$ cat config.mk
export PLATFORM = sky130hd
export DESIGN_NAME = alu_issue_queue_flat
export DESIGN_NICKNAME = d
export VERILOG_FILES = /design/src/rtl/alu_issue_queue_if.sv /design/src/rtl/alu_issue_queue.sv /design/src/flat_wrapper.sv
export SDC_FILE = /design/constraint.sdc
export NUM_CORES = 1
export LEC_CHECK = 0
export CORE_ASPECT_RATIO = 0.8
export CORE_UTILIZATION = 35
export DETAILED_ROUTE_END_ITERATION = 8
export PLACE_DENSITY = 0.53
export SLEW_MARGIN = 20
export SYNTH_ARGS = -nofsm -noshare
export SYNTH_HDL_FRONTEND = slang
export SYNTH_SLANG_ARGS = --single-unit
$ cat constraint.sdc
create_clock -name clk -period 2.7 [get_ports clk]
set_clock_uncertainty 0.1 [all_clocks]
set_input_delay 0.405 -clock clk [delete_from_list [all_inputs] [get_ports clk]]
set_output_delay 0.405 -clock clk [all_outputs]
set_load 0.01 [all_outputs]
$ cat src/rtl/alu_issue_queue_if.sv
// Bundle of decode, ALU and result-side signals for alu_issue_queue.
// slave is the queue's view; master is the surrounding decode/ALU/sink view.
interface alu_issue_queue_if #(
  parameter int WIDTH = 16,
  parameter int DEPTH = 4
);
  logic                         flush;
  logic                         in_valid;
  logic                         in_ready;
  logic [3:0]                   in_opcode;
  logic [WIDTH-1:0]             in_a;
  logic [WIDTH-1:0]             in_b;
  logic [4:0]                   in_shift;
  logic [3:0]                   alu_opcode;
  logic [WIDTH-1:0]             alu_input1;
  logic [WIDTH-1:0]             alu_input2;
  logic [4:0]                   alu_shiftValue;
  logic [WIDTH-1:0]             alu_result;
  logic                         alu_carry;
  logic                         out_valid;
  logic                         out_ready;
  logic [WIDTH-1:0]             out_result;
  logic                         out_carry;
  logic [3:0]                   out_opcode;
  logic                         out_illegal;
  logic [$clog2(DEPTH+1)-1:0]   level;

  modport slave (
    input  flush, in_valid, in_opcode, in_a, in_b, in_shift,
           alu_result, alu_carry, out_ready,
    output in_ready, alu_opcode, alu_input1, alu_input2, alu_shiftValue,
           out_valid, out_result, out_carry, out_opcode, out_illegal, level
  );

  modport master (
    output flush, in_valid, in_opcode, in_a, in_b, in_shift,
           alu_result, alu_carry, out_ready,
    input  in_ready, alu_opcode, alu_input1, alu_input2, alu_shiftValue,
           out_valid, out_result, out_carry, out_opcode, out_illegal, level
  );
endinterface

$ cat src/rtl/alu_issue_queue.sv
// Command FIFO plus two-stage issue pipeline (S1 drives the ALU, S2 holds its
// result) in front of a 16-bit combinational ALU.
module alu_issue_queue #(
  parameter int WIDTH = 16,
  parameter int DEPTH = 4
) (
  input logic              clk,
  input logic              rst_n,
  alu_issue_queue_if.slave bus
);
  localparam int PW = (DEPTH > 1) ? $clog2(DEPTH) : 1;
  localparam int LW = $clog2(DEPTH + 1);

  typedef struct packed {
    logic [3:0]       opcode;
    logic [WIDTH-1:0] a;
    logic [WIDTH-1:0] b;
    logic [4:0]       shift;
  } cmd_t;

  cmd_t             mem [DEPTH];
  cmd_t             head;
  cmd_t             s1;
  logic [PW-1:0]    wr_ptr;
  logic [PW-1:0]    rd_ptr;
  logic [LW-1:0]    level;
  logic             s1_valid;
  logic             out_valid;
  logic [WIDTH-1:0] out_result;
  logic             out_carry;
  logic [3:0]       out_opcode;
  logic             out_illegal;
  logic             not_full;
  logic             push;
  logic             pop;
  logic             s2_take;
  logic             s1_adv;

  // rst_n only gates the visible ready; internal enables use not_full since
  // the flops are held in reset anyway.
  assign not_full = (level < LW'(DEPTH));
  assign s2_take  = !out_valid || bus.out_ready;
  assign s1_adv   = s1_valid && s2_take && !bus.flush;
  assign push     = bus.in_valid && not_full && !bus.flush;
  assign pop      = (level != '0) && (!s1_valid || s2_take) && !bus.flush;
  assign head     = mem[rd_ptr];

  always_ff @(posedge clk) begin
    if (push) begin
      mem[wr_ptr] <= '{opcode: bus.in_opcode, a: bus.in_a, b: bus.in_b, shift: bus.in_shift};
    end
  end

  always_ff @(posedge clk or negedge rst_n) begin
    if (!rst_n) begin
      wr_ptr <= '0;
      rd_ptr <= '0;
      level  <= '0;
    end else if (bus.flush) begin
      wr_ptr <= '0;
      rd_ptr <= '0;
      level  <= '0;
    end else begin
      if (push) wr_ptr <= wr_ptr + PW'(1);
      if (pop)  rd_ptr <= rd_ptr + PW'(1);
      case ({push, pop})
        2'b10:   level <= level + LW'(1);
        2'b01:   level <= level - LW'(1);
        default: level <= level;
      endcase
    end
  end

  // S1: ALU operand registers hold their last value while empty.
  always_ff @(posedge clk or negedge rst_n) begin
    if (!rst_n) begin
      s1_valid <= 1'b0;
      s1       <= '0;
    end else if (bus.flush) begin
      s1_valid <= 1'b0;
    end else if (pop) begin
      s1_valid <= 1'b1;
      s1       <= head;
    end else if (s1_adv) begin
      s1_valid <= 1'b0;
    end
  end

  always_ff @(posedge clk or negedge rst_n) begin
    if (!rst_n) begin
      out_valid   <= 1'b0;
      out_result  <= '0;
      out_carry   <= 1'b0;
      out_opcode  <= '0;
      out_illegal <= 1'b0;
    end else if (bus.flush) begin
      out_valid <= 1'b0;
    end else if (s1_adv) begin
      out_valid   <= 1'b1;
      out_result  <= bus.alu_result;
      out_carry   <= bus.alu_carry;
      out_opcode  <= s1.opcode;
      out_illegal <= (s1.opcode > 4'd9);
    end else if (bus.out_ready) begin
      out_valid <= 1'b0;
    end
  end

  assign bus.in_ready       = rst_n && not_full;
  assign bus.level          = level;
  assign bus.alu_opcode     = s1.opcode;
  assign bus.alu_input1     = s1.a;
  assign bus.alu_input2     = s1.b;
  assign bus.alu_shiftValue = s1.shift;
  assign bus.out_valid      = out_valid;
  assign bus.out_result     = out_result;
  assign bus.out_carry      = out_carry;
  assign bus.out_opcode     = out_opcode;
  assign bus.out_illegal    = out_illegal;
endmodule

$ cat src/flat_wrapper.sv
// flat-port wrapper written by rule: the top's interface ports become plain ports
module alu_issue_queue_flat 
#(
  parameter int WIDTH = 16,
  parameter int DEPTH = 4
)
  (clk, rst_n, bus_flush, bus_in_valid, bus_in_opcode, bus_in_a, bus_in_b, bus_in_shift, bus_alu_result, bus_alu_carry, bus_out_ready, bus_in_ready, bus_alu_opcode, bus_alu_input1, bus_alu_input2, bus_alu_shiftValue, bus_out_valid, bus_out_result, bus_out_carry, bus_out_opcode, bus_out_illegal, bus_level);
  alu_issue_queue_if #(.WIDTH(WIDTH), .DEPTH(DEPTH)) bus_i ();
  input logic clk;
  input logic rst_n;
  input wire logic [$bits(bus_i.flush)-1:0] bus_flush;
  input wire logic [$bits(bus_i.in_valid)-1:0] bus_in_valid;
  input wire logic [$bits(bus_i.in_opcode)-1:0] bus_in_opcode;
  input wire logic [$bits(bus_i.in_a)-1:0] bus_in_a;
  input wire logic [$bits(bus_i.in_b)-1:0] bus_in_b;
  input wire logic [$bits(bus_i.in_shift)-1:0] bus_in_shift;
  input wire logic [$bits(bus_i.alu_result)-1:0] bus_alu_result;
  input wire logic [$bits(bus_i.alu_carry)-1:0] bus_alu_carry;
  input wire logic [$bits(bus_i.out_ready)-1:0] bus_out_ready;
  output wire logic [$bits(bus_i.in_ready)-1:0] bus_in_ready;
  output wire logic [$bits(bus_i.alu_opcode)-1:0] bus_alu_opcode;
  output wire logic [$bits(bus_i.alu_input1)-1:0] bus_alu_input1;
  output wire logic [$bits(bus_i.alu_input2)-1:0] bus_alu_input2;
  output wire logic [$bits(bus_i.alu_shiftValue)-1:0] bus_alu_shiftValue;
  output wire logic [$bits(bus_i.out_valid)-1:0] bus_out_valid;
  output wire logic [$bits(bus_i.out_result)-1:0] bus_out_result;
  output wire logic [$bits(bus_i.out_carry)-1:0] bus_out_carry;
  output wire logic [$bits(bus_i.out_opcode)-1:0] bus_out_opcode;
  output wire logic [$bits(bus_i.out_illegal)-1:0] bus_out_illegal;
  output wire logic [$bits(bus_i.level)-1:0] bus_level;
  assign bus_i.flush = bus_flush;
  assign bus_i.in_valid = bus_in_valid;
  assign bus_i.in_opcode = bus_in_opcode;
  assign bus_i.in_a = bus_in_a;
  assign bus_i.in_b = bus_in_b;
  assign bus_i.in_shift = bus_in_shift;
  assign bus_i.alu_result = bus_alu_result;
  assign bus_i.alu_carry = bus_alu_carry;
  assign bus_i.out_ready = bus_out_ready;
  assign bus_in_ready = bus_i.in_ready;
  assign bus_alu_opcode = bus_i.alu_opcode;
  assign bus_alu_input1 = bus_i.alu_input1;
  assign bus_alu_input2 = bus_i.alu_input2;
  assign bus_alu_shiftValue = bus_i.alu_shiftValue;
  assign bus_out_valid = bus_i.out_valid;
  assign bus_out_result = bus_i.out_result;
  assign bus_out_carry = bus_i.out_carry;
  assign bus_out_opcode = bus_i.out_opcode;
  assign bus_out_illegal = bus_i.out_illegal;
  assign bus_level = bus_i.level;
  alu_issue_queue #(.WIDTH(WIDTH), .DEPTH(DEPTH)) u_core (.clk(clk), .rst_n(rst_n), .bus(bus_i));
endmodule
* Word level (Yosys, flattened, before mapping)
Memory sizes are Yosys's and may differ from the RTL's. A register that Yosys moved wholly into a read port is not among the register bits.
Cells that the tools add are included.
** Storage, ports and cells
- Register bits after elaboration :: 31
- Bits in writable memories :: 164
- Bits of input ports :: 63
- Word-level logic and storage cells :: 54
- Memories :: 1
** Memory list
- u_core.mem :: depth 4, width 41, read ports 1, clocked after Yosys merged registers in 1, wr ports 1, line alu_issue_queue.sv:21 : cmd_t mem [DEPTH];
** Operators by class
- Add/sub/neg operators :: 4
- Magnitude comparators :: 2
- Equality and inequality tests :: 2
- Mux-type cells :: 14
- Bitwise logic cells :: 1
- Reduce and logical (&&, ||, !) cells :: 21
** Operators with widths (number)
- 3-bit nonzero test :: 4
- 1-bit two-way mux :: 8
- 2-bit two-way mux :: 4
- 1-bit logical AND :: 7
- 3-bit case mux with 2 select lines :: 1
- 2-bit by 1-bit adder with 2-bit output (second input constant) :: 2
- 4-bit > comparator (second input constant) :: 1
- 1-bit zero test :: 4
- 2-bit AND reduction :: 2
- 2-bit nonzero test :: 2
- 3-bit by 1-bit adder with 3-bit output (second input constant) :: 1
- 3-bit less-than comparator (second input constant) :: 1
- 3-bit two-way mux :: 1
- 3-bit by 1-bit subtractor with 3-bit output (second input constant) :: 1
- 2-bit by 1-bit == test with 1-bit output (second input constant) :: 1
- 2-bit == test (second input constant) :: 1
- 1-bit logical OR :: 2
- 1-bit inverter :: 1

* Depth between registers and ports, before layout
- Word-level depth :: 8
- Gate-level depth with buffers :: 7
- Gate-level depth less buffers :: 6

* Least setup slack after synthesis
OpenSTA, ideal clock, no wires.
- Kind :: flip-flop to flip-flop
- Start point :: register u_core.level[2] (netlist: u_core.bus.level[2])
- End point :: memory u_core.mem[0][0] (netlist bit) (enable)
- Arrival time :: 1.976 ns
- Setup slack :: 0.221 ns
- Stages on the path, launching flop included :: 4
- Path buffers :: 1
- Period minus slack after synthesis :: 2.479 ns
- Cell sequence :: dfrtp_1 > nor2b_1 > clkbuf_1 > and3_1
** On the way
- Word-level cells in the longest chain between the ends :: 5
** Ends and longest elaborated chain
- from (decl) :: line alu_issue_queue.sv:26 : logic [LW-1:0] level;
- from (signal assigned) :: line alu_issue_queue.sv:67 : 2'b10: level <= level + LW'(1);
- from (signal assigned) :: line alu_issue_queue.sv:68 : 2'b01: level <= level - LW'(1);
- from (signal assigned) :: line alu_issue_queue.sv:69 : default: level <= level;
- 3-bit less-than comparator :: line alu_issue_queue.sv:41 : assign not_full = (level < LW'(DEPTH));
- 1-bit logical AND (2 in a row) :: line alu_issue_queue.sv:44 : assign push = bus.in_valid && not_full && !bus.flush;
- 1-bit two-way mux :: line alu_issue_queue.sv:49 : if (push) begin
- 1-bit two-way mux (not written as such) :: line alu_issue_queue.sv:50 : mem[wr_ptr] <= '{opcode: bus.in_opcode, a: bus.in_a, b: bus.in_b, shift: bus.in_shift};
- to (decl) :: line alu_issue_queue.sv:21
No other way between the ends.

* Worst setup path in the final report
- Start point :: register u_core.level[2] (netlist: u_core.bus.level[2])
- End point :: register u_core.level[2] (netlist: u_core.bus.level[2])
** On the way
- Word-level cells in the longest chain between the ends :: 6
** Ends and longest elaborated chain
- 3-bit less-than comparator / 3-bit nonzero test (equally long branches) :: line alu_issue_queue.sv:41, alu_issue_queue.sv:45
- 1-bit logical AND, on equally long branches (2 in a row) :: line alu_issue_queue.sv:44, alu_issue_queue.sv:45
- 2-bit by 1-bit == test with 1-bit output / 2-bit == test (equally long branches) :: line alu_issue_queue.sv:66 : case ({push, pop})
- 3-bit case mux with 2 select lines :: line alu_issue_queue.sv:66
- 3-bit two-way mux :: line alu_issue_queue.sv:59 : end else if (bus.flush) begin
Parallel ways exist; a longest one is shown, timed or not.
A chain may end at the register's enable or synchronous reset.

==> report_table.html <==
<table>
<tr><th>Metric</th><th>Value</th></tr>
<tr><th colspan="2">Timing</th></tr>
<tr><td>Final worst path period need</td><td>2.22 ns</td></tr>
<tr><td>Hold violation total from the final report</td><td>0</td></tr>
<tr><td>Fraction of the cycle the final worst path needs</td><td>0.821</td></tr>
<tr><td>RSZ-0062 raised after global routing</td><td>false</td></tr>
<tr><td>Final TNS setup</td><td>0 ns</td></tr>
<tr><td>Maximum frequency from static timing analysis</td><td>0.451 GHz</td></tr>
<tr><td>Worst Tran Pin Value</td><td>0.718 ns</td></tr>
<tr><td>Final worst-path setup slack</td><td>0.483 ns</td></tr>
<tr><td>Final setup viols</td><td>0</td></tr>
<tr><td>Number of pins with negative max-slew slack in the final report</td><td>0</td></tr>
<tr><td>Final worst hold slack</td><td>0.367 ns</td></tr>
<tr><td>Slew margin rel.</td><td>0.521</td></tr>
<tr><th colspan="2">Placement</th></tr>
<tr><td>Port-buffer cells</td><td>130</td></tr>
<tr><td>Setup WS pre-CTS</td><td>0.169 ns</td></tr>
<tr><td>Placed standard-cell area</td><td>10800 um^2</td></tr>
<tr><td>Global placement routability congestion</td><td>0.699</td></tr>
<tr><td>HPWL after detailed placement</td><td>11100 um</td></tr>
<tr><td>Number of placed instances, taps included</td><td>873</td></tr>
<tr><th colspan="2">Layout</th></tr>
<tr><td>Share of the core filled with cells</td><td>0.457</td></tr>
<tr><td>Proportion of layout cells with a drive suffix above 1</td><td>0.240</td></tr>
<tr><td>Count of fill cells added during filler insertion</td><td>2148</td></tr>
<tr><td>ANT cells</td><td>0</td></tr>
<tr><td>Filler-free cell count of the finished design</td><td>920</td></tr>
<tr><td>Combined area of the multi-input logic cells</td><td>2140 um^2</td></tr>
<tr><td>Register cell area after layout</td><td>6730 um^2</td></tr>
<tr><td>Final Net Count</td><td>645</td></tr>
<tr><td>Area delta synth-&gt;final</td><td>28.1%</td></tr>
<tr><td>Post-layout instance area</td><td>11600 um^2</td></tr>
<tr><th colspan="2">Setup path</th></tr>
<tr><td>Slowest library cell on the worst path</td><td>dfrtp_1</td></tr>
<tr><td>Critical path launch point</td><td>u_core.bus.level[2]$_DFFE_PN0P_</td></tr>
<tr><td>CP bufs+invs</td><td>0</td></tr>
<tr><td>Worst-path maximum fanout</td><td>9</td></tr>
<tr><td>Path type of the worst setup path</td><td>reg2reg</td></tr>
<tr><td>Kind of end point of the critical path</td><td>flip-flop</td></tr>
<tr><td>Levels on crit path</td><td>6</td></tr>
<tr><td>Maximum single-stage delay on the critical path</td><td>0.50 ns</td></tr>
<tr><td>Endpoint of the worst register-to-register path</td><td>u_core.bus.level[2]$_DFFE_PN0P_</td></tr>
<tr><td>Crit path launch type</td><td>flip-flop</td></tr>
<tr><td>CP Data Arrival Time</td><td>2.53 ns</td></tr>
<tr><td>Critical R2R Launch</td><td>u_core.bus.level[2]$_DFFE_PN0P_</td></tr>
<tr><td>Ordered list of cells on the worst path</td><td>nor3_4, nor4_1, fa_1, nor3_1, nand3_1, a41oi_1</td></tr>
<tr><td>End of the critical path</td><td>u_core.bus.level[2]$_DFFE_PN0P_</td></tr>
<tr><td>Critical path's top delay family</td><td>simple AND/OR/NAND/NOR gates</td></tr>
<tr><td>R2R setup slack</td><td>0.48 ns</td></tr>
<tr><td>Worst path required time</td><td>3.01 ns</td></tr>
<tr><td>FF-to-FF path depth</td><td>6</td></tr>
<tr><th colspan="2">Global route</th></tr>
<tr><td>Global router's overall resource usage</td><td>0.143</td></tr>
<tr><td>Overflow left after global routing</td><td>0</td></tr>
<tr><td>Vias in the first global route</td><td>4855</td></tr>
<tr><td>Pin count of the biggest net entering global routing</td><td>51</td></tr>
<tr><td>Wire length of the first global-routing pass</td><td>28500 um</td></tr>
<tr><td>Antenna violations before repair</td><td>1</td></tr>
<tr><th colspan="2">Drt</th></tr>
<tr><td>Post-detailed-route DRC marker count</td><td>0</td></tr>
<tr><td>1st-iter DRT viols</td><td>181</td></tr>
<tr><td>Post-detailed-route via-to-cell ratio</td><td>4.89</td></tr>
<tr><td>Number of vias after detailed routing</td><td>4498</td></tr>
<tr><td>First-pass iteration count of the detailed router</td><td>6</td></tr>
<tr><td>Routed length per instance</td><td>20.1 um</td></tr>
<tr><td>Detailed Route WL</td><td>18500 um</td></tr>
<tr><td>Remaining number of nets flagged by the antenna check after routing</td><td>0</td></tr>
<tr><th colspan="2">Pwr</th></tr>
<tr><td>Leakage component of the power</td><td>4.07 nW</td></tr>
<tr><td>Peak supply drop</td><td>0.510 mV</td></tr>
<tr><td>PD cells</td><td>995 nW/um^2</td></tr>
<tr><td>Final Total Pwr</td><td>11.5 mW</td></tr>
<tr><th colspan="2">Synth</th></tr>
<tr><td>Most common cell in the netlist</td><td>edfxtp_1</td></tr>
<tr><td>Area share of the largest cell type after synthesis</td><td>0.546</td></tr>
<tr><td>Ys Warns</td><td>0</td></tr>
<tr><td>Sequential cell area fraction in the yosys report</td><td>0.745</td></tr>
<tr><td>Synth top cells by count</td><td>edfxtp_1 (164), dfrtp_1 (72), mux2_2 (59)</td></tr>
<tr><td>Number of storage elements in the synthesis netlist</td><td>236</td></tr>
<tr><td>Most area-hungry cell type in the Yosys netlist</td><td>edfxtp_1</td></tr>
<tr><td>Syn_area_per_cell</td><td>21.6 um^2</td></tr>
<tr><td>Number of distinct standard cells referenced by the synthesized netlist</td><td>31</td></tr>
<tr><td>Most common flop cell mapped by yosys</td><td>edfxtp_1</td></tr>
<tr><td>Main area contributors after synthesis</td><td>edfxtp_1 (55%), dfrtp_1 (20%), mux4_1 (7.6%)</td></tr>
<tr><td>Number of enable flip-flop cells after synthesis</td><td>164</td></tr>
<tr><td>Synthesized netlist cell count</td><td>418</td></tr>
<tr><td>Fraction of synthesis flops using an asynchronous set or reset pin</td><td>0.305</td></tr>
<tr><td>Post-Synthesis Cell Area</td><td>9020 um^2</td></tr>
<tr><td>Number of nets in the synthesized netlist</td><td>486</td></tr>
<tr><th colspan="2">Clocking</th></tr>
<tr><td>Number of CTS-inserted buffers</td><td>25</td></tr>
<tr><td>Max H-tree Level</td><td>1</td></tr>
<tr><td>Worst-skew pair later-pin latency</td><td>0.51 ns</td></tr>
<tr><td># Post-CTS Setup Buffers</td><td>0</td></tr>
<tr><td>Number of sinks on the clock net</td><td>236</td></tr>
<tr><td>Clock Pin Slew Worst Setup and Hold Paths</td><td>0.06 ns</td></tr>
<tr><td>Root Buffer</td><td>clkbuf_16</td></tr>
<tr><td>Clock Path Buffers</td><td>3</td></tr>
<tr><td>CTS tree</td><td>yes</td></tr>
<tr><th colspan="2">Floorplan</th></tr>
<tr><td>Top-level port count</td><td>131</td></tr>
<tr><td>Area of the die</td><td>26400 um^2</td></tr>
<tr><td>FP Rows</td><td>52</td></tr>
<tr><td>Die width</td><td>182 um</td></tr>
<tr><td>Core outline area</td><td>25300 um^2</td></tr>
<tr><td>Height of the chip</td><td>146 um</td></tr>
<tr><td>Initial core utilization</td><td>0.357</td></tr>
<tr><th colspan="2">Outcome</th></tr>
<tr><td>Run status</td><td>finished, final reports clean</td></tr>
<tr><th colspan="2">Run</th></tr>
<tr><td>Max capacitance violation total</td><td>0</td></tr>
<tr><th colspan="2">Hold path</th></tr>
<tr><td>Hold crit path type</td><td>in2async</td></tr>
</table>
-- cell usage in the layout, fill, tap and decap left out, drive strengths merged, types with 2 or more instances in the layout --
master,instances
a21oi,4
and3,4
buf,21
clkbuf,34
clkdlybuf4s50,129
clkinv,11
dfrtp,72
edfxtp,164
ha,4
inv,5
mux2,63
mux4,41
nand2,6
nand3,2
nand4,8
nor2,4
nor2b,5
nor3,3
o211ai,3
o21ai,2
or3,2
-- cell families (layout without fill, tap and decap cells) --
logic type,after synthesis,in the layout,synth area share
AOI/OAI and AO/OA,10,10,0.00679
adders and majority gates,5,5,0.00777
buffers and inverters,23,201,0.0183
DFF,236,236,0.745
muxes,105,105,0.195
and+or+nand+nor,39,39,0.0272
-- cell type report --
type | count | area share
clock inverter | 12 | 0.00552
sequential | 236 | 0.582
inverter | 4 | 0.00130
clock buffer | 34 | 0.0579
multi-input combinational | 159 | 0.185
tap | 324 | 0.0351
timing repair buffer | 151 | 0.133
-- power breakdown --
part	switching [mW]	internal, mW	leakage (nW)	total [mW]
Sequential	0.426	4.55	2.35	4.97
Clock	1.33	1.74	0.365	3.07
Combinational	1.36	2.10	1.35	3.46
-- worst register-to-register path: cells and delay by family, from the launching register on --
| family | cells | cell delay, ns |
|---|---|---|
| and+or+nand+nor | 4 | 0.86 |
| DFF | 1 | 0.50 |
| adders and majority gates | 1 | 0.42 |
| AOI/OAI and AO/OA | 1 | 0.24 |
-- flip-flops by register name, indices dropped and copies added (netlist names), 2 cells and up --
signal	count
u_core.bus.alu_input1	16
u_core.mem	164
u_core.rd_ptr	2
u_core.bus.alu_input2	16
u_core.bus.out_opcode	4
u_core.bus.alu_shiftValue	5
u_core.bus.level	3
u_core.bus.alu_opcode	4
u_core.wr_ptr	2
u_core.bus.out_result	16
-- worst min path at each step --
stage                     startpoint                              endpoint  slack [ns]
after floorplan                rst_n  u_core.bus.alu_input1[0]$_DFFE_PN0P_       0.009
after CTS                      rst_n  u_core.bus.alu_input1[1]$_DFFE_PN0P_        0.38
after global placement         rst_n  u_core.bus.alu_input1[0]$_DFFE_PN0P_        0.38
after detailed placement       rst_n  u_core.bus.alu_input1[1]$_DFFE_PN0P_        0.38
after global routing           rst_n  u_core.bus.alu_input1[0]$_DFFE_PN0P_        0.39
final                          rst_n  u_core.bus.alu_input1[0]$_DFFE_PN0P_        0.37
-- routing by layer --
| layer | vias up | GRT usage | wire length, um | share of wire |
|---|---|---|---|---|
| met5 | - | 0 | 12 | 0.00065 |
| li1 | 2020 | - | - | - |
| met4 | 2 | 0.0305 | 247 | 0.013 |
| met2 | 118 | 0.229 | 8620 | 0.47 |
| met3 | 21 | 0.0398 | 1110 | 0.060 |
| met1 | 2337 | 0.194 | 8520 | 0.46 |
-- what timing repair did --
action	CTS	global route
hold endpoints to repair	22	0
hold buffers	1	0
resized for setup	0	0
(Power assumes the default switching activity.)
